===== src/rtl/serial_subtractor_n_bit.sv =====
// Bit-serial subtractor: Z = X - Y - B_in, one bit per clock, LSB first, start/done handshake.
// Optional signed-overflow output V is enabled by defining SUB_OVERFLOW_FLAG_EN.
module serial_subtractor_n_bit #(
  parameter int unsigned WIDTH = 4
) (
  input  logic             CLK,
  input  logic             RST,
  input  logic             start,
  input  logic [WIDTH-1:0] X,
  input  logic [WIDTH-1:0] Y,
  input  logic             B_in,
  output logic [WIDTH-1:0] Z,
  output logic             B_out,
  output logic             busy,
`ifdef SUB_OVERFLOW_FLAG_EN
  output logic             done,
  output logic             V
`else
  output logic             done
`endif
);

  localparam int unsigned CW = (WIDTH > 2) ? $clog2(WIDTH) : 1;

  typedef enum logic [1:0] {
    S_IDLE  = 2'd0,
    S_SHIFT = 2'd1,
    S_DONE  = 2'd2
  } state_t;

  state_t           state_q;
  logic [WIDTH-1:0] xs_q;
  logic [WIDTH-1:0] ys_q;
  logic [WIDTH-2:0] rs_q;
  logic             br_q;
  logic [CW-1:0]    cnt_q;
  logic [WIDTH-1:0] z_q;
  logic             bo_q;
  logic             busy_q;
  logic             done_q;
`ifdef SUB_OVERFLOW_FLAG_EN
  logic             xm_q;
  logic             ym_q;
  logic             v_q;
`endif

  logic             diff_c;
  logic             br_d;
  logic [WIDTH-1:0] res_c;

  // Full-subtractor cell; res_c is the result register with the new bit entering at the MSB.
  always_comb begin
    diff_c = xs_q[0] ^ ys_q[0] ^ br_q;
    br_d   = (~xs_q[0] & ys_q[0]) | (~(xs_q[0] ^ ys_q[0]) & br_q);
    res_c  = {diff_c, rs_q};
  end

  always_ff @(posedge CLK) begin
    if (RST) begin
      state_q <= S_IDLE;
      xs_q    <= '0;
      ys_q    <= '0;
      rs_q    <= '0;
      br_q    <= 1'b0;
      cnt_q   <= '0;
      z_q     <= '0;
      bo_q    <= 1'b0;
      busy_q  <= 1'b0;
      done_q  <= 1'b0;
`ifdef SUB_OVERFLOW_FLAG_EN
      xm_q    <= 1'b0;
      ym_q    <= 1'b0;
      v_q     <= 1'b0;
`endif
    end else begin
      case (state_q)
        S_IDLE: begin
          done_q <= 1'b0;
          if (start) begin
            xs_q    <= X;
            ys_q    <= Y;
            br_q    <= B_in;
            cnt_q   <= '0;
            busy_q  <= 1'b1;
            state_q <= S_SHIFT;
`ifdef SUB_OVERFLOW_FLAG_EN
            xm_q    <= X[WIDTH-1];
            ym_q    <= Y[WIDTH-1];
`endif
          end
        end
        S_SHIFT: begin
          xs_q  <= xs_q >> 1;
          ys_q  <= ys_q >> 1;
          br_q  <= br_d;
          rs_q  <= res_c[WIDTH-1:1];
          cnt_q <= cnt_q + CW'(1);
          // Last bit: publish the full result together with done.
          if (cnt_q == CW'(WIDTH - 1)) begin
            z_q     <= res_c;
            bo_q    <= br_d;
            done_q  <= 1'b1;
            state_q <= S_DONE;
`ifdef SUB_OVERFLOW_FLAG_EN
            v_q     <= (xm_q ^ ym_q) & (diff_c ^ xm_q);
`endif
          end
        end
        S_DONE: begin
          done_q  <= 1'b0;
          busy_q  <= 1'b0;
          state_q <= S_IDLE;
        end
        default: begin
          state_q <= S_IDLE;
        end
      endcase
    end
  end

  assign Z     = z_q;
  assign B_out = bo_q;
  assign busy  = busy_q;
  assign done  = done_q;
`ifdef SUB_OVERFLOW_FLAG_EN
  assign V     = v_q;
`endif

endmodule

===== config.mk =====
export PLATFORM = sky130hd
export DESIGN_NAME = serial_subtractor_n_bit
export DESIGN_NICKNAME = d
export VERILOG_FILES = /design/src/rtl/serial_subtractor_n_bit.sv
export SDC_FILE = /design/constraint.sdc
export NUM_CORES = 1
export LEC_CHECK = 0
export ABC_AREA = 1
export ABC_CLOCK_PERIOD_IN_PS = 1400
export CAP_MARGIN = 20
export CORE_ASPECT_RATIO = 1.5
export CORE_MARGIN = 2
export CORE_UTILIZATION = 50
export DETAILED_ROUTE_END_ITERATION = 16
export DONT_BUFFER_PORTS = 1
export GPL_ROUTABILITY_DRIVEN = 1
export PLACE_DENSITY = 0.62
export REMOVE_ABC_BUFFERS = 1
export SLEW_MARGIN = 20
export SYNTH_ARGS = -nofsm -noshare
export SYNTH_HDL_FRONTEND = slang
export SYNTH_SLANG_ARGS = --single-unit

===== constraint.sdc =====
create_clock -name CLK -period 1.4 [get_ports CLK]
set_input_delay 0.07 -clock CLK [delete_from_list [all_inputs] [get_ports CLK]]
set_output_delay 0.07 -clock CLK [all_outputs]
set_load 0.02 [all_outputs]

==> Yosys cells after proc, flatten, opt, wreduce, memory -nomap -nowiden <==
Cells that the tools add are included.
{ "classes": {"n_addsub": 1, "n_eq_ne": 5, "muxes": 15, "reduce_logical": 10, "bitwise": 7} }
{ "ops": {"columns": ["op", "n"], "rows": [
  ["one-hot mux 4 bit (2 select lines)", 2],
  ["AND reduction 2 bit", 5],
  ["2-to-1 mux 4 bit", 2],
  ["one-hot mux 2 bit (2 select lines)", 2],
  ["2-to-1 mux 2 bit", 3],
  ["one-hot mux 1 bit (2 select lines)", 3],
  ["nonzero test 2 bit", 3],
  ["== test 2 bit (second input constant)", 2],
  ["!= test 2 bit (second input constant)", 2],
  ["2-to-1 mux 1 bit", 3],
  ["adder 2 x 1 -> 2 bit (second input constant)", 1],
  ["bitwise AND 1 bit", 2],
  ["== test 2 x 1 -> 1 bit (second input constant)", 1],
  ["zero test 2 bit", 1],
  ["inverter 1 bit", 2],
  ["OR reduction 2 bit", 1],
  ["XOR 1 bit", 2],
  ["OR 1 bit", 1]
]} }
{ "totals": {"output_inout_bits": 7, "wordCells": 48, "inputBits": 12, "regBits": 23} }

==> Longest topological paths before layout <==
Gate-level depths: netlist of the first run.
{ "logic_depth": {"ltp_word": 5, "depth_mapped": 7} }

==> Least setup slack after synthesis of the first run <==
No wires, ideal clock.
{ "synth_path": {"kind": "reg2reg", "from": "reg ys_q[0]", "to": "reg rs_q[2]", "n_path_buf": 0, "required_ns": 1.284, "setup_slack_ns": 0.292, "arrival_time_ns": 0.992, "stages_incl_launch_ff": 5, "path_cell_list": "dfxtp_1 inv_1 fa_1 o21ai_0 nor2_1"} }
{ "synth_between": {"elab_chain_len": 2} }
{ "synth_lines": {"columns": ["item", "line_no", "text"], "rows": [
  ["start: declaration", "33", "logic [WIDTH-1:0] ys_q;"],
  ["start signal: assignment", "94", "ys_q <= ys_q >> 1;"],
  ["XOR 1 bit (2 in a row)", "53", "diff_c = xs_q[0] ^ ys_q[0] ^ br_q;"],
  ["named net diff_c", "47", "logic diff_c;"],
  ["end signal: assignment", "96", "rs_q <= res_c[WIDTH-1:1];"],
  ["end: declaration", "34", "logic [WIDTH-2:0] rs_q;"]
]} }
The timed path passes the listed nets, and every way through them passes these cells.
A chain may end at the register's enable or synchronous reset.

==> Final worst setup path of the first run <==
{ "layout_path": {"from": "reg state_q[0]", "to": "reg z_q[3], in the netlist Z[3]"} }
{ "layout_between": {"elab_chain_len": 2} }
{ "layout_lines": {"columns": ["item", "line_no", "text"], "rows": [
  ["start: declaration", "31", "state_t state_q;"],
  ["start signal: assignment", "60", "state_q <= S_IDLE;"],
  ["start signal: assignment", "85", "state_q <= S_SHIFT;"],
  ["start signal: assignment", "103", "state_q <= S_DONE;"],
  ["== test 2 x 1 -> 1 bit", "76", "case (state_q)"],
  ["AND reduction 2 bit (no line)", null, null],
  ["end signal: assignment", "100", "z_q <= res_c;"],
  ["end: declaration", "37", "logic [WIDTH-1:0] z_q;"]
]} }
Every way passes these cells.

==> results of run 1 <==
-- flip-flops by register name, indices dropped and copies added (netlist names) --
register  flops
br_q          1
B_out         1
rs_q          3
xs_q          4
done          1
cnt_q         2
ys_q          4
Z             4
state_q       2
busy          1
-- cells in the final DEF, fill, tap and decap left out --
master / count
ha_1: 1
fa_1: 1
dlygate4sd3_1: 9
dfxtp_1: 23
inv_2: 2
clkbuf_1: 1
nor2_4: 2
a21oi_1: 7
o21ai_2: 4
clkbuf_4: 3
nand3_1: 4
nand2_1: 36
nor2_1: 28
inv_1: 15
o21ai_0: 6
nand2_4: 1
o21ai_4: 1
o21ai_1: 2
-- per-stage QoR --
| step | utilization, % | total power, mW | hold slack (ps) | instance area (sq um) | setup WS (ps) |
|---|---|---|---|---|---|
| 3_3_place_gp | 53.43 | 0.8865 | 141.5 | 1003 | 152.9 |
| 3_5_place_dp | 53.43 | 0.8900 | 142.4 | 1003 | 149.3 |
| 2_1_floorplan | - | 0.8594 | 139.1 | 977.2 | 292.3 |
| 5_1_grt | 59.63 | 1.270 | 46.95 | 1120 | 30.71 |
| 6_report | 59.63 | 1.193 | 11.38 | 1120 | 158.4 |
| 4_1_cts | 59.63 | 1.213 | 9.478 | 1120 | 131.6 |
-- area by class of cell --
cell class | count | area, sq um | share of cell area (%)
tap | 21 | 26.28 | 2.346
timing repair buffer | 9 | 90.09 | 8.045
multi-input combinational | 93 | 452.9 | 40.45
sequential | 23 | 460.4 | 41.12
clock buffer | 4 | 26.28 | 2.346
inverter | 17 | 63.81 | 5.698
-- routing by layer --
metal	up-vias	wire length, um	track usage (%)
li1	435	-	-
met1	360	796	24.46
met2	13	875	27.89
met3	2	63	3.383
met4	0	14	7.143
met5	-	0	0
-- final timing paths --
check,start,end,slack (ps),cells past startpoint
worst max-delay path,state_q[0],Z[3],160,5
worst min-delay path,Y[1],ys_q[1],10,4
worst max register to register,state_q[0],Z[3],160,5
worst min register to register,cnt_q[1],cnt_q[1],470,2
-- logic make-up (layout without fill, tap and decap cells) --
kind of cell    count (synthesis)  count (layout)  synth area share, %
fa+ha+maj                       2               2                3.222
buf+inv                        21              30                9.541
compound gates                 20              20                12.52
flops                          23              23                45.60
simple gates                   71              71                29.12
-- power breakdown --
group	switching, mW	total (mW)	internal [mW]
Combinational	0.105	0.177	0.0724
Sequential	0.0257	0.718	0.692
Clock	0.187	0.298	0.111
-- what timing repair did --
action | 4_1_cts | 5_1_grt
hold buffers | 9 | 0
endpoints found under the hold margin | 12 | 0
setup buffers | 0 | 0
endpoints found under the setup margin | 0 | 0
-- critical path, cell delays in order (launching register included) --
cell and delay [ps]:
dfxtp_1 510, nand2_4 200, nor2_4 170, inv_1 120
nor2_1 100, nor2_1 50
==> metrics, run 1 <==
status finished, final reports clean; syn_area_per_cell 7.370 sq um; global route total overflow 0; vias 810; Least-Margin Pin Slew 446.8 ps; Final Routed Wirelength 1749 um; crit path time final 1242 ps; register area share after synthesis 45.60%; Final Cycle Share 88.69%; Iteration-0 DRC Markers 10; placed cells about 150; Non-Filler Instances approximately 170; WL per Instance 10.47 um; total clock buffers created by CTS 3; Clock Sinks 23; Post-Synthesis Cells 137; WP data arrival 1450 ps; Mapped Area ~0.0010 sq mm; number of global-route vias before repair 716; Area Overhead vs Synth 10.90%; maximum clock frequency 0.8054 GHz; Placer Congestion 0.7112; Post-synth ARST share 0%; largest area contributor in the netlist dfxtp_1; most numerous cell in the Yosys netlist nand2_1; RSZ-0062 raised after global routing no; largest net degree at the start of global routing 18; Synth Warn # 0; CP Class reg2reg; routed vias/inst ~4.9; Die Ht around 59 um; max cap viols 0; post-synthesis register bit count 23; initial core utilization 53.76%; Max IR drop VDD 0.6726 mV; worst hold path class in2reg; PwrDens 1065 mW/mm^2; clk root buf clkbuf_4; setup TNS 0 ps; dpl hpwl 1194 um; Setup Skew approximately 2.8 ps; post_cts resized 0; P_leak 0.5142 nW; initial antenna violation count 0; count of flip-flops with a built-in enable after synthesis 0; Longest Clk Path Bufs 2; Core ar. 0.001878 sq mm; first-pass GRT wire length between 3000 and 4000 um; CTS tree yes; Die Area 0.002402 sq mm; DRC 0; WP data required 1610 ps; CTS clk-pin slew, worst paths 120 ps; Antenna Nets Post-Route 0; Fill cells ~190; Synth top cells by count nand2_1, nor2_1, dfxtp_1; Area contributors post-synth dfxtp_1, nand2_1, nor2_1, inv_1, a21oi_1; final net count 161; Relative slew margins 70.18%; CP Launch Type flop; GRT Total Usage roughly 18%; Hold Violations, Final 0; Setup-failing EPs final 0; Max Slew Vio Count 0; PortBufs 0; share of cells above drive strength 1 under 10%; FP Rows 19; boundary pin count 19; Synth Flop Type dfxtp_1; post-synth top area share 45.60%; Distinct cells, synth 17; # diodes 0; CP Capture Type flop; H-tree depth 1; DR pass1 iterations 4; Worst-Skew Late Latency 300 ps; CP Max Fanout 16; Die Width 40.69 um
Power figures use the tool's default switching activity.
==> run 2, diff against run 1 <==
CELL_PAD_IN_SITES_DETAIL_PLACEMENT = 0   (was not set)
CELL_PAD_IN_SITES_GLOBAL_PLACEMENT = 2   (was not set)
CORE_UTILIZATION = 33   (was 50)
CTS_CLUSTER_SIZE = 30   (was not set)
PLACE_DENSITY = 0.71   (was 0.62)
==> metrics, run 2 (same netlist as run 1, synthesis figures left out) <==
status finished, final reports clean; WP data arrival 1340 ps (-110 ps); Max Slew Vio Count 0 (unchanged); Post CTS Setup Buffer Count 0 (unchanged); met3 Use GR 2.708% (-0.68 points); Die Area 0.003527 sq mm (+47%); Post-Route Utilization 38.49% (-21 points); sw frac 26.81% (+0.18 points); CTS clk-pin slew, worst paths 90 ps (-30 ps); R2R cell count 6 (+1); Longest Clk Path Bufs 2 (unchanged); # diodes 0 (unchanged); most used routing layer met2; clk root buf clkbuf_8; largest net degree at the start of global routing 18 (unchanged); dpl hpwl 1395 um (+17%); part of the power in registers 54.9% (-5.3 points); Iteration-0 DRC Markers 11 (+1); Psw 0.3509 mW (+10%); Setup Skew 7.802 ps (+5.051 ps); clock power share 31.8% (+6.8 points); Worst Hold Depth 4 (unchanged); Clock Sinks 23 (unchanged); CP Class reg2reg; reg2reg start state_q[1]; number of global-route vias before repair 792 (+11%); Antenna Nets Post-Route 0 (unchanged); P_leak 0.5090 nW (-1.0%); Comb power frac 13.4% (-1.5 points); Hold Violations, Final 0 (unchanged); initial core utilization 34.66% (-19 points); r2r setup slk 230 ps (+70 ps); DR pass1 iterations 4 (unchanged); global route total overflow 0 (unchanged); CTS tree yes; GRT Total Usage 12.83% (-5.3 points); met1 Use GR 15.18% (-9.3 points); RSZ-0062 raised after global routing no; total clock buffers created by CTS 3 (unchanged); WL per Instance 11.18 um (+6.8%); Setup-failing EPs final 0 (unchanged); vias 805 (-0.62%); worst hold path class in2reg; R2R Path End Z[3]; PortBufs 0 (unchanged); share of cells above drive strength 1 11.27% (+2.4 points); setup TNS 0 ps (unchanged); Final Routed Wirelength 2024 um (+16%); FP Rows 24 (+5); crit path time final 1174 ps (-67.56 ps); Die Ht 71.75 um (+22%); Max IR drop VDD 0.5938 mV (-12%); first-pass GRT wire length 3456 um (+14%); Least-Margin Pin Slew 458.3 ps (+11.58 ps); Relative slew margins 69.41% (-0.77 points); hold worst-path end xs_q[2]; Die Width 49.17 um (+21%); commonest cells after routing, fill and taps aside nand2_1, nor2_1, dfxtp_1, inv_1, a21oi_1; Area Overhead vs Synth 11.03%; max cap viols 0 (unchanged); PwrDens 1167 mW/mm^2 (+9.6%); DRC 0 (unchanged); H-tree depth 1 (unchanged); most common cell after layout, fill and taps aside nand2_1; final net count 157 (-2.5%); routed vias/inst 4.448 (-8.3%); Internal Power 0.9577 mW (+9.4%); met2 Use GR 21.62% (-6.3 points); Core ar. 0.002913 sq mm (+55%); Final Cycle Share 83.86% (-4.8 points); CP Max Fanout 16 (unchanged); hold path startpoint X[2]; boundary pin count 19 (unchanged); CP Launch Type flop; Fill cells 348 (+88%); CP Capture Type flop; WP data required 1570 ps (-40 ps); maximum clock frequency 0.8517 GHz (+5.8%); initial antenna violation count 0 (unchanged); Worst-Skew Late Latency 270 ps (-30 ps); Placer Congestion 0.7141 (+0.41%); setup ws final 225.9 ps (+67.56 ps); Post-Place Setup Slack 120.1 ps (-29.21 ps)
## run 2: area by class of cell
| class | count | area [sq um] | area share (%) |
|---|---|---|---|
| Multi-Input combinational cell | 93 | 452.9 | 40.40 |
| Inverter | 17 | 63.81 | 5.692 |
| Clock inverter | 1 | 5.005 | 0.4464 |
| Clock buffer | 3 | 41.29 | 3.683 |
| Timing Repair Buffer | 5 | 47.55 | 4.241 |
| Tap cell | 39 | 48.80 | 4.353 |
| Sequential cell | 23 | 461.7 | 41.18 |
## run 2: how the worst max path moves through the flow
stage | start | end | slack, ps | cells after the start
global placement | state_q[0] | Z[3] | 110 | 5
global route | state_q[1] | Z[3] | 90 | 6
finish | state_q[1] | Z[3] | 230 | 6
floorplan | ys_q[0] | rs_q[2] | 290 | 4
CTS | state_q[0] | Z[3] | 110 | 5
detailed placement | state_q[0] | Z[3] | 120 | 5
## run 2: layer usage
metal  wire length (um)  vias to the layer above
li1                   -                      426
met1                945                      365
met2                993                       12
met3                 65                        2
met4                 19                        0
met5                  0                        -
## run 2: power groups by stage
stage	sequential [mW]	clock [mW]	combinational, mW
floorplan	0.728	0	0.131
detailed placement	0.733	0	0.166
global placement	0.732	0	0.163
CTS	0.718	0.442	0.179
finish	0.718	0.416	0.175
global route	0.724	0.454	0.205
## run 2: stage by stage
stage,instances,hold WS [ps],total power [mW],area [sq um]
floorplan,133,139.1,0.8594,977.2
global placement,173,141.2,0.8952,1033
detailed placement,173,142.8,0.8997,1033
CTS,181,21.63,1.339,1120
global route,181,52.65,1.383,1121
finish,181,28.26,1.309,1121
## run 2: critical path, stage by stage, from the launching register on
cell     delay (ps)
dfxtp_1         360
inv_2           120
nand2_4         150
nor2_4          170
inv_1           110
nor2_1          110
nor2_1           50
## run 2: repair_timing
action                     CTS  global route
setup endpoints to repair    0             1
gates resized for setup      0             1
hold buffers                 4             0
hold endpoints to repair     7             0
==> run 3, diff against run 2 <==
ABC_CLOCK_PERIOD_IN_PS = 1000   (was 1400)
CORE_UTILIZATION = 30   (was 33)
PLACE_DENSITY = 0.68   (was 0.71)
clock period = 1 ns   (was 1.4 ns; I/O delays follow)
==> metrics, run 3 (same netlist as run 1, synthesis figures left out) <==
WP data required 1200 ps (-370 ps); Worst path depth 3 (-3); maximum clock frequency 0.8915 GHz (+4.7%); GRT Total Usage 14.38% (+1.5 points); Die Area 0.003855 sq mm (+9.3%); R2R cell count 3 (-3); CP Class reg2reg; largest stage delay on the critical path 580 ps (+220 ps); status complete, but fails checks; Core ar. 0.003191 sq mm (+9.5%); DRC 0 (unchanged); Setup-failing EPs final 20 (+20); setup ws final -121.8 ps (-347.7 ps); Max IR drop VDD 0.8202 mV (+38%); WP data arrival 1320 ps (-20 ps); largest net degree at the start of global routing 13 (-5); cells along the critical path fa_2, o21ai_1, nor2_1; # diodes 0 (unchanged); Post-Route Utilization 45.33% (+6.8 points); global route total overflow 0 (unchanged); Placer Congestion 0.7261 (+1.7%); initial core utilization 31.65% (-3.0 points); Antenna Nets Post-Route 0 (unchanged); commonest cells after routing, fill and taps aside nor2_1, nand2_1, buf_4, dfxtp_1, nand2_2; first-pass GRT wire length 4098 um (+19%); WL per Instance 11.62 um (+3.9%); R2R Path End rs_q[2]; RSZ-0062 raised after global routing yes; placed cells 195 (+13%); PwrDens 1384 mW/mm^2 (+19%); dpl hpwl 1672 um (+20%); Relative slew margins 77.59% (+8.2 points); max cap viols 0 (unchanged); CP Capture Type flop; Die Ht 75.05 um (+4.6%); crit path time final 1122 ps (-52.31 ps); CTS clk-pin slew, worst paths 80 ps (about the same); final net count 181 (+15%); CP Launch Type flop; clk root buf clkbuf_8; Area Overhead vs Synth 43.25%; CTS tree yes; worst hold path class in2reg; Clock Sinks 23 (unchanged); Setup Skew 5.511 ps (-2.292 ps); Final Cycle Share 112.2% (+28 points); failing checks negative hold slack, negative setup slack; Longest Clk Path Bufs 2 (unchanged); worst setup path start xs_q[0]; Non-Filler Instances 206 (+14%); DR pass1 iterations 2 (-2); Critical Path End rs_q[2]; Iteration-0 DRC Markers 8 (-3); routed vias/inst 4.456 (+0.20%); H-tree depth 1 (unchanged); reg2reg start xs_q[0]; Die Width 51.37 um (+4.5%); share of cells above drive strength 1 50.60% (+39 points); FP Rows 25 (+4.2%); Slowest cell on crit path fa_2; crit path buf inv count 0 (-2); total clock buffers created by CTS 3 (unchanged); Fill cells 363 (+4.3%); hold slack final -171.1 ps (-199.4 ps); initial antenna violation count 0 (unchanged); Max Slew Vio Count 0 (unchanged); PortBufs 0 (unchanged); r2r setup slk -120 ps (-350 ps); Least-Margin Pin Slew 335.7 ps (-122.6 ps); vias 918 (+14%); Hold Violations, Final 7 (+7); Final Routed Wirelength 2394 um (+18%); top cell family by delay on the critical path adder cells; Worst-Skew Late Latency 260 ps (about the same); most common cell after layout, fill and taps aside nor2_1; boundary pin count 19 (unchanged); CP Max Fanout 2 (-14); number of global-route vias before repair 917 (+16%); P_leak 0.6640 nW (+30%)
[run 3: cell types whose count changed in the layout (fill, tap and decap cells not counted), moves of 6 or more]
cell	previous run	this run
a21oi_1	7	1
a21oi_2	0	6
buf_4	1	20
buf_6	0	8
dfxtp_1	22	16
inv_1	15	8
nand2_1	36	22
nand2_2	0	12
[run 3: area by class of cell]
class	count	area [sq um]	area share, %
Inverter	17	71.32	4.931
Timing Repair Buffer	29	260.3	17.99
Clock buffer	4	45.04	3.114
Sequential cell	23	471.7	32.61
Tap cell	40	50.05	3.460
Multi-Input combinational cell	93	548.0	37.89
[run 3: worst min path at each step]
stage	from	end	slack (ps)	cells after the start
finish	RST	cnt_q[1]	-170	1
global route	RST	cnt_q[1]	-190	1
CTS	RST	state_q[0]	-180	1
detailed placement	RST	cnt_q[1]	120	1
global placement	RST	state_q[0]	120	1
floorplan	RST	cnt_q[1]	120	1
[run 3: routing by layer]
metal	wire length, um	share of wire, %	track usage [%]
met1	927	39	14.74
met3	71	3.0	2.579
met4	13	0.54	6.140
met2	1381	58	27.92
met5	0	0	0
[run 3: repair_timing]
item                       4_1_cts  5_1_grt
hold endpoints to repair         7        7
setup endpoints to repair       21       23
gates resized for setup         37       23
setup buffers                    3        3
gates cloned                     1        0
pin swaps                       14        6
[run 3: where the power goes]
group	internal, mW	total (mW)	switching [mW]	leakage [nW]
clock	0.284	0.571	0.287	0.0228
sequential	0.971	1.00	0.0307	0.191
combinational	0.213	0.428	0.215	0.450
total	1.47	2.00	0.533	0.664
[run 3: per-stage QoR]
step / cell area, sq um / worst slack (ps) / total power, mW / setup TNS [ps]
CTS: 1363 / -115.9 / 2.011 / -1154
detailed placement: 1192 / -145.2 / 1.331 / -1590
floorplan: 977.2 / -107.7 / 1.203 / -487.9
global placement: 1192 / -120.8 / 1.323 / -1247
finish: 1446 / -121.8 / 2.001 / -1372
global route: 1446 / -175.6 / 2.141 / -2731
[run 3: worst reg2reg max path, cell delays in order (launching register included)]
cell	delay (ps)
dfxtp_2	340
fa_2	580
o21ai_1	70
nor2_1	90
